--- src/rtl/uart_rx_fifo_if.sv ---
// Valid/ready output bundle of the UART receiver FIFO.
// master: receiver side, slave: consumer side.
interface uart_rx_fifo_if #(
  parameter int DATA_BITS = 8
);
  logic [DATA_BITS-1:0] m_data;
  logic                 m_parity_err;
  logic                 m_frame_err;
  logic                 m_valid;
  logic                 m_ready;

  modport master (
    output m_data,
    output m_parity_err,
    output m_frame_err,
    output m_valid,
    input  m_ready
  );

  modport slave (
    input  m_data,
    input  m_parity_err,
    input  m_frame_err,
    input  m_valid,
    output m_ready
  );
endinterface

--- src/rtl/uart_rx_fifo.sv ---
// Oversampled UART receiver with majority vote, per-byte error flags and output FIFO.
// Optional break detection: define UART_RX_BREAK_DET_EN.
module uart_rx_fifo #(
  parameter int DATA_BITS  = 8,
  parameter int OVERSAMPLE = 16,
  parameter int PARITY     = 0,
  parameter int STOP_BITS  = 1,
  parameter int FIFO_DEPTH = 4
) (
  input  logic           clk,
  input  logic           reset,
  input  logic           oversample_tick,
  input  logic           rxd,
  uart_rx_fifo_if.master m,
  output logic           overrun,
`ifdef UART_RX_BREAK_DET_EN
  output logic           break_det,
`endif
  output logic           rx_busy
);

  localparam int CW = $clog2(OVERSAMPLE);
  localparam int IW = $clog2(DATA_BITS);
  localparam int PW = $clog2(FIFO_DEPTH);
  localparam int EW = DATA_BITS + 2;

  localparam logic [CW-1:0] HALF  = CW'(OVERSAMPLE / 2 - 1);
  localparam logic [CW-1:0] FULL  = CW'(OVERSAMPLE - 1);
  localparam logic [IW-1:0] LAST  = IW'(DATA_BITS - 1);
  localparam logic          SLAST = 1'(STOP_BITS - 1);
  localparam logic [PW:0]   DEPTH = (PW + 1)'(FIFO_DEPTH);

  typedef enum logic [2:0] {
    S_IDLE,
    S_START,
    S_DATA,
    S_PARITY,
    S_STOP,
    S_WAIT
  } state_e;

  state_e               state_q, state_d;
  logic                 sync1_q, sync1_d;
  logic                 sync2_q, sync2_d;
  logic [2:0]           hist_q, hist_d;
  logic [CW-1:0]        cnt_q, cnt_d;
  logic [IW-1:0]        idx_q, idx_d;
  logic [DATA_BITS-1:0] shreg_q, shreg_d;
  logic                 perr_q, perr_d;
  logic                 ferr_q, ferr_d;
  logic                 scnt_q, scnt_d;
`ifdef UART_RX_BREAK_DET_EN
  logic                 psmp_q, psmp_d;
  logic                 brk_q, brk_d;
  logic                 break_q, break_d;
  logic                 is_break;
`endif

  logic [EW-1:0]        mem_q [FIFO_DEPTH];
  logic [EW-1:0]        mem_d [FIFO_DEPTH];
  logic [PW-1:0]        wr_q, wr_d;
  logic [PW-1:0]        rd_q, rd_d;
  logic [PW:0]          count_q, count_d;
  logic                 overrun_q, overrun_d;

  logic                 vote;
  logic                 ferr_n;
  logic                 push;
  logic                 pop;
  logic                 full;
  logic                 push_ok;
  logic [EW-1:0]        entry;
  logic [EW-1:0]        head;

  assign vote   = (hist_q[0] & hist_q[1]) |
                  (hist_q[0] & hist_q[2]) |
                  (hist_q[1] & hist_q[2]);
  assign ferr_n = ferr_q | ~vote;
  assign entry  = {ferr_n, perr_q, shreg_q};

`ifdef UART_RX_BREAK_DET_EN
  // Break: all-zero data, missing stop bit and (if present) a low parity sample.
  assign is_break = (shreg_q == '0) && ferr_n &&
                    ((PARITY == 0) || !psmp_q);
`endif

  always_comb begin
    state_d = state_q;
    sync1_d = rxd;
    sync2_d = sync1_q;
    hist_d  = hist_q;
    cnt_d   = cnt_q;
    idx_d   = idx_q;
    shreg_d = shreg_q;
    perr_d  = perr_q;
    ferr_d  = ferr_q;
    scnt_d  = scnt_q;
    push    = 1'b0;
`ifdef UART_RX_BREAK_DET_EN
    psmp_d  = psmp_q;
    brk_d   = brk_q;
    break_d = 1'b0;
`endif
    if (oversample_tick) begin
      hist_d = {hist_q[1:0], sync2_q};
      unique case (state_q)
        S_IDLE: begin
          if (!vote) begin
            state_d = S_START;
            cnt_d   = HALF;
          end
        end
        S_START: begin
          if (cnt_q != '0) begin
            cnt_d = cnt_q - 1'b1;
          end else if (!vote) begin
            state_d = S_DATA;
            cnt_d   = FULL;
            idx_d   = '0;
          end else begin
            state_d = S_IDLE;
          end
        end
        S_DATA: begin
          if (cnt_q != '0) begin
            cnt_d = cnt_q - 1'b1;
          end else begin
            shreg_d = {vote, shreg_q[DATA_BITS-1:1]};
            cnt_d   = FULL;
            if (idx_q == LAST) begin
              state_d = (PARITY != 0) ? S_PARITY : S_STOP;
              perr_d  = 1'b0;
              ferr_d  = 1'b0;
              scnt_d  = 1'b0;
            end else begin
              idx_d = idx_q + 1'b1;
            end
          end
        end
        S_PARITY: begin
          if (cnt_q != '0) begin
            cnt_d = cnt_q - 1'b1;
          end else begin
            perr_d  = (((^shreg_q) ^ vote) != (PARITY == 2));
`ifdef UART_RX_BREAK_DET_EN
            psmp_d  = vote;
`endif
            cnt_d   = FULL;
            state_d = S_STOP;
          end
        end
        S_STOP: begin
          if (cnt_q != '0) begin
            cnt_d = cnt_q - 1'b1;
          end else begin
            ferr_d = ferr_n;
            if (scnt_q != SLAST) begin
              scnt_d = scnt_q + 1'b1;
              cnt_d  = FULL;
            end else begin
              state_d = S_WAIT;
              cnt_d   = HALF;
`ifdef UART_RX_BREAK_DET_EN
              if (is_break) begin
                brk_d   = 1'b1;
                break_d = 1'b1;
              end else begin
                push = 1'b1;
              end
`else
              push = 1'b1;
`endif
            end
          end
        end
        S_WAIT: begin
          if (cnt_q != '0) begin
            cnt_d = cnt_q - 1'b1;
`ifdef UART_RX_BREAK_DET_EN
          end else if (!brk_q || vote) begin
            state_d = S_IDLE;
            brk_d   = 1'b0;
          end
`else
          end else begin
            state_d = S_IDLE;
          end
`endif
        end
        default: state_d = S_IDLE;
      endcase
    end
  end

  assign full    = (count_q == DEPTH);
  assign pop     = (count_q != '0) & m.m_ready;
  // A pop frees the slot in the same cycle, so a full FIFO still accepts.
  assign push_ok = push & (~full | pop);

  always_comb begin
    mem_d     = mem_q;
    wr_d      = wr_q;
    rd_d      = rd_q;
    count_d   = count_q;
    overrun_d = push & full & ~pop;
    if (push_ok) begin
      mem_d[wr_q] = entry;
      wr_d        = wr_q + 1'b1;
    end
    if (pop) begin
      rd_d = rd_q + 1'b1;
    end
    case ({push_ok, pop})
      2'b10:   count_d = count_q + 1'b1;
      2'b01:   count_d = count_q - 1'b1;
      default: count_d = count_q;
    endcase
  end

  always_ff @(posedge clk) begin
    if (reset) begin
      state_q   <= S_IDLE;
      sync1_q   <= 1'b1;
      sync2_q   <= 1'b1;
      hist_q    <= 3'b111;
      cnt_q     <= '0;
      idx_q     <= '0;
      shreg_q   <= '0;
      perr_q    <= 1'b0;
      ferr_q    <= 1'b0;
      scnt_q    <= 1'b0;
`ifdef UART_RX_BREAK_DET_EN
      psmp_q    <= 1'b0;
      brk_q     <= 1'b0;
      break_q   <= 1'b0;
`endif
      mem_q     <= '{default: '0};
      wr_q      <= '0;
      rd_q      <= '0;
      count_q   <= '0;
      overrun_q <= 1'b0;
    end else begin
      state_q   <= state_d;
      sync1_q   <= sync1_d;
      sync2_q   <= sync2_d;
      hist_q    <= hist_d;
      cnt_q     <= cnt_d;
      idx_q     <= idx_d;
      shreg_q   <= shreg_d;
      perr_q    <= perr_d;
      ferr_q    <= ferr_d;
      scnt_q    <= scnt_d;
`ifdef UART_RX_BREAK_DET_EN
      psmp_q    <= psmp_d;
      brk_q     <= brk_d;
      break_q   <= break_d;
`endif
      mem_q     <= mem_d;
      wr_q      <= wr_d;
      rd_q      <= rd_d;
      count_q   <= count_d;
      overrun_q <= overrun_d;
    end
  end

  assign head           = mem_q[rd_q];
  assign m.m_data       = head[DATA_BITS-1:0];
  assign m.m_parity_err = head[DATA_BITS];
  assign m.m_frame_err  = head[DATA_BITS+1];
  assign m.m_valid      = (count_q != '0);
  assign overrun        = overrun_q;
  assign rx_busy        = (state_q != S_IDLE);
`ifdef UART_RX_BREAK_DET_EN
  assign break_det      = break_q;
`endif

endmodule

--- src/flat_wrapper.sv ---
// flat-port wrapper written by rule: the top's interface ports become plain ports
module uart_rx_fifo_flat 
#(
  parameter int DATA_BITS  = 8,
  parameter int OVERSAMPLE = 16,
  parameter int PARITY     = 0,
  parameter int STOP_BITS  = 1,
  parameter int FIFO_DEPTH = 4
)
  (clk, reset, oversample_tick, rxd, overrun, rx_busy, m_m_data, m_m_parity_err, m_m_frame_err, m_m_valid, m_m_ready);
  uart_rx_fifo_if #(.DATA_BITS(DATA_BITS)) m_i ();
  input  logic clk;
  input  logic reset;
  input  logic oversample_tick;
  input  logic rxd;
  output logic overrun;
  output logic rx_busy;
  output wire logic [$bits(m_i.m_data)-1:0] m_m_data;
  output wire logic [$bits(m_i.m_parity_err)-1:0] m_m_parity_err;
  output wire logic [$bits(m_i.m_frame_err)-1:0] m_m_frame_err;
  output wire logic [$bits(m_i.m_valid)-1:0] m_m_valid;
  input wire logic [$bits(m_i.m_ready)-1:0] m_m_ready;
  assign m_m_data = m_i.m_data;
  assign m_m_parity_err = m_i.m_parity_err;
  assign m_m_frame_err = m_i.m_frame_err;
  assign m_m_valid = m_i.m_valid;
  assign m_i.m_ready = m_m_ready;
  uart_rx_fifo #(.DATA_BITS(DATA_BITS), .OVERSAMPLE(OVERSAMPLE), .PARITY(PARITY), .STOP_BITS(STOP_BITS), .FIFO_DEPTH(FIFO_DEPTH)) u_core (.clk(clk), .reset(reset), .oversample_tick(oversample_tick), .rxd(rxd), .m(m_i), .overrun(overrun), .rx_busy(rx_busy));
endmodule
--- config.mk ---
export PLATFORM = sky130hd
export DESIGN_NAME = uart_rx_fifo_flat
export DESIGN_NICKNAME = d
export VERILOG_FILES = /design/src/rtl/uart_rx_fifo_if.sv /design/src/rtl/uart_rx_fifo.sv /design/src/flat_wrapper.sv
export SDC_FILE = /design/constraint.sdc
export NUM_CORES = 1
export LEC_CHECK = 0
export CAP_MARGIN = 20
export CORE_MARGIN = 3
export CORE_UTILIZATION = 30
export DETAILED_ROUTE_END_ITERATION = 10
export GPL_ROUTABILITY_DRIVEN = 0
export GPL_TIMING_DRIVEN = 0
export PLACE_DENSITY_LB_ADDON = 0.2
export SKIP_LAST_GASP = 1
export SYNTH_ARGS = -nofsm -noshare
export SYNTH_HDL_FRONTEND = slang
export SYNTH_SLANG_ARGS = --single-unit
--- constraint.sdc ---
create_clock -name clk -period 6.6 [get_ports clk]
set_input_delay 1.32 -clock clk [delete_from_list [all_inputs] [get_ports clk]]
set_output_delay 1.32 -clock clk [all_outputs]
set_load 0.1 [all_outputs]
**Word level (Yosys, flattened, before mapping)**

Index checks and enable logic that the tools add are counted.
Widths: inputs -> output; s select.

- Input bits: 5
- Word-level logic and storage cells: 128
- Bits in latches: 0
- Memories: 0
- Output and inout port bits: 13
- Bits in registers: 74
- Memory bits (read-only): 0
- RAM bits: 0

- $add $sub $neg: 7
- Shifts and indexed selects: 0
- Equality and inequality tests: 21
- Bitwise operators: 18
- Reduce and logical (&&, ||, !) cells: 18
- Div/mod/pow operators: 0
- Multiplexer cells: 43
- Magnitude comparators: 3
- $mul: 0

Operators with widths:

| kind | count |
|---|---|
| $bwmux 40 | 1 |
| $mux 3 | 12 |
| $mux 10 | 3 |
| $mux 4 | 7 |
| $bmux 10 s2 | 1 |
| $demux 10 s2 | 1 |
| $pmux 4 s5 | 1 |
| $ne 2x2->1 const B | 9 |
| $pmux 3 s6 | 1 |
| $reduce_and 5->1 | 3 |
| $eq 3x3->1 const B | 4 |
| $pmux 3 s2 | 2 |
| $mux 1 | 10 |
| $reduce_and 9->1 | 1 |
| $reduce_bool 2->1 | 4 |
| $reduce_xor 8->1 | 1 |
| $and 1x1->1 | 7 |
| $add 3x1->3 const B | 2 |
| $eq 3x2->1 const B | 2 |
| $ge 3x3->1 const B | 2 |
| $not 2->3 | 2 |
| $pmux 1 s2 | 3 |
| $reduce_and 6->1 | 1 |
| $reduce_bool 3->1 | 2 |
| other kinds (20) | 28 |

**Longest topological paths before layout**

Gate-level depths: netlist (run 1).

- Depth after elaboration: 7
- Mapped depth: 8
- Depth with buffers taken out: 8

**Least setup slack after synthesis (run 1)**

No wires, ideal clock.

- Kind: reg-to-output
- Start: register u_core.rd_q[0]
- End: output port m_m_data[6]
- Data required time: 5.280 ns
- Cell stages (with the launch flop): 3
- Setup slack: 3.674 ns
- Path buffers: 1
- Data arrival time: 1.606 ns
- Path through: dfxtp_1 -> buf_1 -> mux4_2

- Longest elaborated chain between the ends: 4

RTL lines:

| item | line | RTL |
|---|---|---|
| start: declaration | uart_rx_fifo.sv:62 | `logic [PW-1:0] rd_q, rd_d;` |
| start signal: assignment | uart_rx_fifo.sv:260 | `rd_q <= rd_d;` |
| $not 2->3 (implied by the code) | uart_rx_fifo.sv:266 | `assign head = mem_q[rd_q];` |
| $bmux 10 s2 | uart_rx_fifo.sv:266 |  |
| $mux 10 (implied by the code) (2 in series) | uart_rx_fifo.sv:266 |  |
| end: declaration | flat_wrapper.sv:18 | `output wire logic [$bits(m_i.m_data)-1:0] m_m_data;` |

No other way between the ends. The select of a mux whose other input is x is not followed.

**Worst setup path after layout (run 1)**

- Start: register u_core.rd_q[0]
- End: output port m_m_parity_err

- Longest elaborated chain between the ends: 4

RTL lines:

| item | line | RTL |
|---|---|---|
| $not 2->3 (implied by the code) | uart_rx_fifo.sv:266 |  |
| $bmux 10 s2 | uart_rx_fifo.sv:266 |  |
| $mux 10 (implied by the code) (2 in series) | uart_rx_fifo.sv:266 |  |
| end: declaration | flat_wrapper.sv:19 | `output wire logic [$bits(m_i.m_parity_err)-1:0] m_m_parity_err;` |

No other way between the ends. The select of a mux whose other input is x is not followed.

==> results by group, run 1 <==
Synth
  • Synth Warn #: 0
  • Synth Register Bits: 73
  • Sequential area share after synthesis: 41.9%
  • Dominant cells by area after synthesis: dfxtp_1 42%, a21oi_1 6.5%, mux4_2 6.5%, nand3_1 5.4%, nand2_1 5.2%
  • Yosys top cell by area: dfxtp_1
  • Post-synth top area share: 41.9%
  • Mapped Area: 3490 µm²
  • Syn Area/Cell: 9.31 µm²
  • Synthesized instance count: 375
  • Synth cell types: 52
  • Post-synth EDFFs: 0
  • Ys flop type: dfxtp_1
  • Mapped Nets: 388
  • Fraction of registers with async set/reset: 0%

Route
  • ANT nets after route: 0
  • WL final: 9120 µm
  • Initial drt markers: 197
  • Via count: 2,833
  • Drt first pass iters: 4
  • Vias per cell: 5.19
  • DR DRC count: 0
  • WL/cell: 16.7 µm

STA
  • F_max: 231 MHz
  • Count of endpoints failing setup in the final report: 0
  • TNS Setup: 0 ns
  • Max-slew violations: 0
  • Final hold violations: 0
  • RSZ-0062 raised after global routing: false
  • Max transition margin: 35.0%
  • Final Cycle Share: 65.5%
  • Worst Skew: 0.00981 ns
  • Final setup margin: 2.28 ns
  • Worst-Margin Slew: 0.971 ns
  • Period minus WS final: 4.32 ns

GRT
  • Initial antenna violation count: 0
  • GR Layer Usage met1: 20.3%
  • Most used routing layer: met2
  • GRT met3 Usage: 4.19%
  • GR Overflow Total: 0
  • Vias in the first global route: 2,789
  • First-pass GRT wire length: 14,900 µm
  • Global-route usage over all layers: 15.0%
  • Met2 Use GR: 23.3%
  • Largest net degree at the start of global routing: 15

Run status
  • Outcome: completed

Min path
  • End of the worst hold path: u_core.sync2_q
  • Hold depth: 1
  • Hold crit path type: flip-flop to flip-flop
  • Worst hold start: u_core.sync1_q

Critical path
  • Setup slack, reg-to-reg: 4.27 ns
  • R2r startpoint: u_core.count_q[0]
  • Crit Path Max Fanout: 10
  • Critical path type: flip-flop to output pin
  • Worst EP required: 5.28 ns
  • Reg-to-reg critical path endpoint: u_core.count_q[2]
  • Crit. End Element: output pin
  • CP startpoint kind: flip-flop
  • Worst Reg-to-Reg Cells: 6
  • Worst Path Arrival: 3.00 ns

Floorplanning
  • Std-Cell Rows: 38
  • IO Pins: 18
  • Die area: 13,000 µm²
  • Core area: 11,100 µm²
  • Initial core utilization: 31.4%
  • Die H: 114 µm
  • Die X-Extent: 114 µm

Clocking
  • CTS Buf Count: 9
  • Clk pin slew, worst setup/hold paths: 0.06 ns
  • Htree depth: 3
  • Sink Count: 73
  • Worst-Skew Late Latency: 0.34 ns
  • Root buffer cell: clkbuf_16
  • CTS tree: built
  • CTS max path bufs: 2
  • Setup bufs post-CTS: 0
  • Hold Buf Count CTS: 0
  • CTS resizes: 0

Layout
  • ANT cells: 0
  • Share of post-route cells with drive strength above 1: 12.6%
  • Most frequent cells in the layout: 73 x dfxtp_1, 48 x nand2_1, 45 x a21oi_1
  • Layout overhead on the synthesized area: 18.0%
  • Most common cell after layout, fill and taps aside: dfxtp_1
  • Layout Nets: 414

Placement
  • Port bufs: 15
  • DP Wirelength: 5900 µm
  • Pre-CTS setup slack: 2.57 ns

Power and ir drop
  • Worst vdd ir: 0.140 mV
  • Final Power: 0.963 mW
  • P_leak: 1.46 nW
  • Power Dens Cells: 234 nW/µm²

Job
  • Max_cap viols: 0
[area by class of cell]
class | count | area (µm²)
Tap cell | 140 | 175
Multi-Input combinational cell | 261 | 1790
Clock buffer | 9 | 225
Buffer | 32 | 208
Fill cell | 1152 | 7010
Sequential cell | 73 | 1460
Inverter | 9 | 33.8
Clock inverter | 7 | 76.3
Timing Repair Buffer | 15 | 150
[worst max-delay path: stages, from the launching register on]
cell             delay [ns]
dfxtp_1                0.41
buf_1                  0.66
mux4_2                 0.61
clkdlybuf4s50_1        0.98
[state kept, by name, summed over array words and instances (netlist names)]
signal,count
u_core.sync1_q,1
u_core.wr_q,2
u_core.count_q,3
u_core.overrun,1
u_core.rd_q,2
u_core.state_q,3
u_core.idx_q,3
u_core.shreg_q,8
u_core.cnt_q,4
u_core.mem_q,40
u_core.perr_q,1
u_core.hist_q,3
u_core.sync2_q,1
u_core.ferr_q,1
[cell usage after synthesis (all sizes together), types with 3 or more instances]
master,n
o21ai,5
or4b,5
o31ai,3
inv,9
nor3,5
nand2,48
buf,14
nor2,22
mux4,10
xnor2,8
dfxtp,73
ha,7
nand3,39
a21oi,46
nand4,5
clkbuf,18
a211oi,4
a31oi,3
a311oi,3
mux2i,17
[stage by stage]
step	hold WS, ns	std cells	utilization, %	cell area, µm²
after floorplan	0.389	375	-	3490
after global placement	0.402	530	34.3	3820
after detailed placement	0.400	530	34.3	3820
after CTS	0.420	546	37.0	4120
after global routing	0.447	546	37.0	4120
final	0.416	546	37.0	4120
[worst max path at each step]
stage | startpoint | endpoint | slack [ns]
floorplan | u_core.rd_q[0] | m_m_data[6] | 3.67
global placement | u_core.rd_q[0] | m_m_parity_err | 2.59
detailed placement | u_core.rd_q[0] | m_m_parity_err | 2.57
CTS | u_core.rd_q[0] | m_m_parity_err | 2.20
global route | u_core.rd_q[0] | m_m_parity_err | 2.12
finish | u_core.rd_q[0] | m_m_parity_err | 2.28
[logic make-up (layout without fill, tap and decap cells)]
group,Yosys count,in the layout,share of synthesized area (%)
AO/OA/AOI/OAI,72,72,12.5
XOR/XNOR,11,11,3.15
adder cells (fa/ha/maj),9,9,3.40
buffers and inverters,41,72,6.92
flip-flops,73,73,41.9
multiplexers,29,29,12.0
AND/OR/NAND/NOR,140,140,20.2
[where the power goes]
| group | internal (mW) | switching, mW |
|---|---|---|
| clock network | 0.296 | 0.204 |
| registers | 0.441 | 0.000351 |
| logic | 0.00661 | 0.0145 |
| total | 0.744 | 0.219 |
[layer usage]
| metal | wire length (µm) | vias to the layer above |
|---|---|---|
| met5 | 0 | - |
| met4 | 93 | 0 |
| met3 | 534 | 8 |
| met2 | 4390 | 68 |
| met1 | 4100 | 1371 |
| li1 | - | 1386 |
Power figures use the tool's default switching activity.
==> run 2, diff against run 1 <==
==> constraint.sdc (replaced) <==
create_clock -name clk -period 4.1 [get_ports clk]
set_input_delay 0.82 -clock clk [delete_from_list [all_inputs] [get_ports clk]]
set_output_delay 0.82 -clock clk [all_outputs]
set_load 0.1 [all_outputs]
==> results of run 2 <==
Same layout as run 1 (identical final DEF). Status: completed.
Main changes from that run: setup slack after placement 2.57 ns -> 0.573 ns; setup slack after layout 2.28 ns -> 0.278 ns; register-to-register setup slack 4.27 ns -> 1.77 ns; total power 0.963 mW -> 1.55 mW; worst IR drop on VDD 0.140 mV -> 0.225 mV
==> run 3, diff against run 2 <==
--- a/config.mk
+++ b/config.mk
@@ -7,7 +7,7 @@
 export LEC_CHECK = 0
 export CAP_MARGIN = 20
 export CORE_MARGIN = 3
-export CORE_UTILIZATION = 30
+export CORE_UTILIZATION = 59
 export DETAILED_ROUTE_END_ITERATION = 10
 export GPL_ROUTABILITY_DRIVEN = 0
 export GPL_TIMING_DRIVEN = 0
==> run 3 against run 2 <==
  * Clock power shrank 41%
  * Critical endpoint is now m_m_data[7]
  * Worst hold slack improved by 0.0065 ns
  * Largest power group is now sequential cells
  * Clock-buffer cell count rose by 1
==> results by group, run 3 (synthesis results as in run 1) <==
GRT
  • GRT met3 Usage: 5.75%
  • Largest net degree at the start of global routing: 13
  • Vias in the first global route: 2,864
  • Met2 Use GR: 39.8%
  • GR Layer Usage met1: 32.8%
  • GR Overflow Total: 0
  • Most used routing layer: met2
  • First-pass GRT wire length: 13,800 µm
  • Global-route usage over all layers: 25.1%
  • Initial antenna violation count: 0

STA
  • Max transition margin: 34.8%
  • Final hold violations: 0
  • Worst Skew: 0.00946 ns
  • Final Cycle Share: 93.7%
  • Worst-Margin Slew: 0.975 ns
  • Period minus WS final: 3.84 ns
  • TNS Setup: 0 ns
  • RSZ-0062 raised after global routing: false
  • Min Hold Slack: 0.422 ns
  • Count of endpoints failing setup in the final report: 0
  • Max-slew violations: 0
  • F_max: 260 MHz

Route
  • WL final: 8290 µm
  • WL/cell: 17.3 µm
  • Drt first pass iters: 5
  • Via count: 2,935
  • DR DRC count: 0
  • Initial drt markers: 218
  • Vias per cell: 6.14
  • ANT nets after route: 0

Layout
  • ANT cells: 0
  • Reg area: 1460 µm²
  • Multi-input gate area: 1790 µm²
  • Top flop regs: u_core.mem_q: 40 flops, u_core.shreg_q: 8 flops, u_core.cnt_q: 4 flops
  • Layout Nets: 414
  • Max reg flops: 40
  • Share of post-route cells with drive strength above 1: 12.3%
  • Most flop-heavy register: u_core.mem_q
  • Layout overhead on the synthesized area: 11.5%
  • Most frequent cells in the layout: 73 x dfxtp_1, 48 x nand2_1, 45 x a21oi_1
  • Most common cell after layout, fill and taps aside: dfxtp_1
  • Util after Layout: 69.4%
  • Fillers: 450

Clocking
  • Worst-Skew Late Latency: 0.35 ns
  • Root buffer cell: clkbuf_8
  • Sink Count: 73
  • CTS Buf Count: 9
  • CTS resizes: 0
  • CTS tree: built
  • Htree depth: 3
  • Clk pin slew, worst setup/hold paths: 0.08 ns
  • Hold Buf Count CTS: 0
  • CTS max path bufs: 2
  • Setup bufs post-CTS: 0

Floorplanning
  • Std-Cell Rows: 27
  • Die H: 82.9 µm
  • Die area: 6880 µm²
  • Initial core utilization: 62.2%
  • Core area: 5610 µm²
  • IO Pins: 18
  • Die X-Extent: 82.9 µm

Power and ir drop
  • Power Dens Cells: 314 nW/µm²
  • Worst vdd ir: 0.334 mV
  • P_leak: 1.40 nW

Critical path
  • Worst EP required: 3.28 ns
  • Crit Path Max Fanout: 10
  • Crit-path max cell delay: 0.98 ns
  • Worst Reg-to-Reg Cells: 6
  • Crit-path slowest cell: clkdlybuf4s50_1
  • Crit path capture: m_m_data[7]
  • Worst Path Arrival: 3.02 ns
  • CP startpoint kind: flip-flop
  • CP Cell Sequence: buf_1, mux4_2, clkdlybuf4s50_1
  • Setup slack, reg-to-reg: 1.56 ns
  • Worst Setup SP: u_core.rd_q[0]
  • Critical path type: flip-flop to output pin
  • R2r startpoint: u_core.count_q[0]
  • Reg-to-reg critical path endpoint: u_core.count_q[2]
  • Crit. End Element: output pin

Job
  • Max_cap viols: 0

Run status
  • Outcome: completed

Min path
  • Hold crit path type: flip-flop to flip-flop

Placement
  • DP Wirelength: 5500 µm
  • Port bufs: 15
-- run 3: cell count changes in the layout (fill, tap and decap cells not counted), sizes merged --
cell | before | now
clkinv | 1 | 4
inv | 12 | 9
bufinv | 1 | 0
clkbuf | 27 | 28
-- run 3: where the power goes --
part	switching, mW	internal, mW
clock	0.264	0.215
sequential	0.000604	0.710
combinational	0.0231	0.0106
-- run 3: final cells by class --
cell class,instances,area share (%)
Timing Repair Buffer,15,3.86
Sequential cell,73,37.5
Buffer,32,5.33
Multi-Input combinational cell,261,45.9
Inverter,9,0.868
Clock buffer,10,3.28
Tap cell,72,2.31
Clock inverter,6,0.900
-- run 3: routing by layer --
metal	wire length (µm)	share of wire (%)
met1	3600	43
met2	3940	48
met3	573	6.9
met4	176	2.1
met5	0	0
-- run 3: metrics by stage --
step	area (µm²)	cells	power, mW	setup WS (ns)
finish	3890	478	1.22	0.257
global route	3890	478	1.25	0.168
CTS	3890	478	1.23	0.262
detailed placement	3730	462	0.760	0.643
global placement	3730	462	0.759	0.688
floorplan	3490	375	0.749	1.67
-- run 3: worst min-delay path by stage --
stage,from,end,slack (ns),depth (start not counted)
global route,u_core.sync1_q,u_core.sync2_q,0.45,1
global placement,u_core.sync1_q,u_core.sync2_q,0.39,1
floorplan,u_core.sync1_q,u_core.sync2_q,0.39,1
detailed placement,u_core.sync1_q,u_core.sync2_q,0.41,1
finish,u_core.sync1_q,u_core.sync2_q,0.42,1
CTS,u_core.sync1_q,u_core.sync2_q,0.43,1
-- run 3: critical path, delay by kind of cell, from the launching register on --
family	cells	cell delay, ns
flops	1	0.45
mux	1	0.60
buf+inv	2	1.62
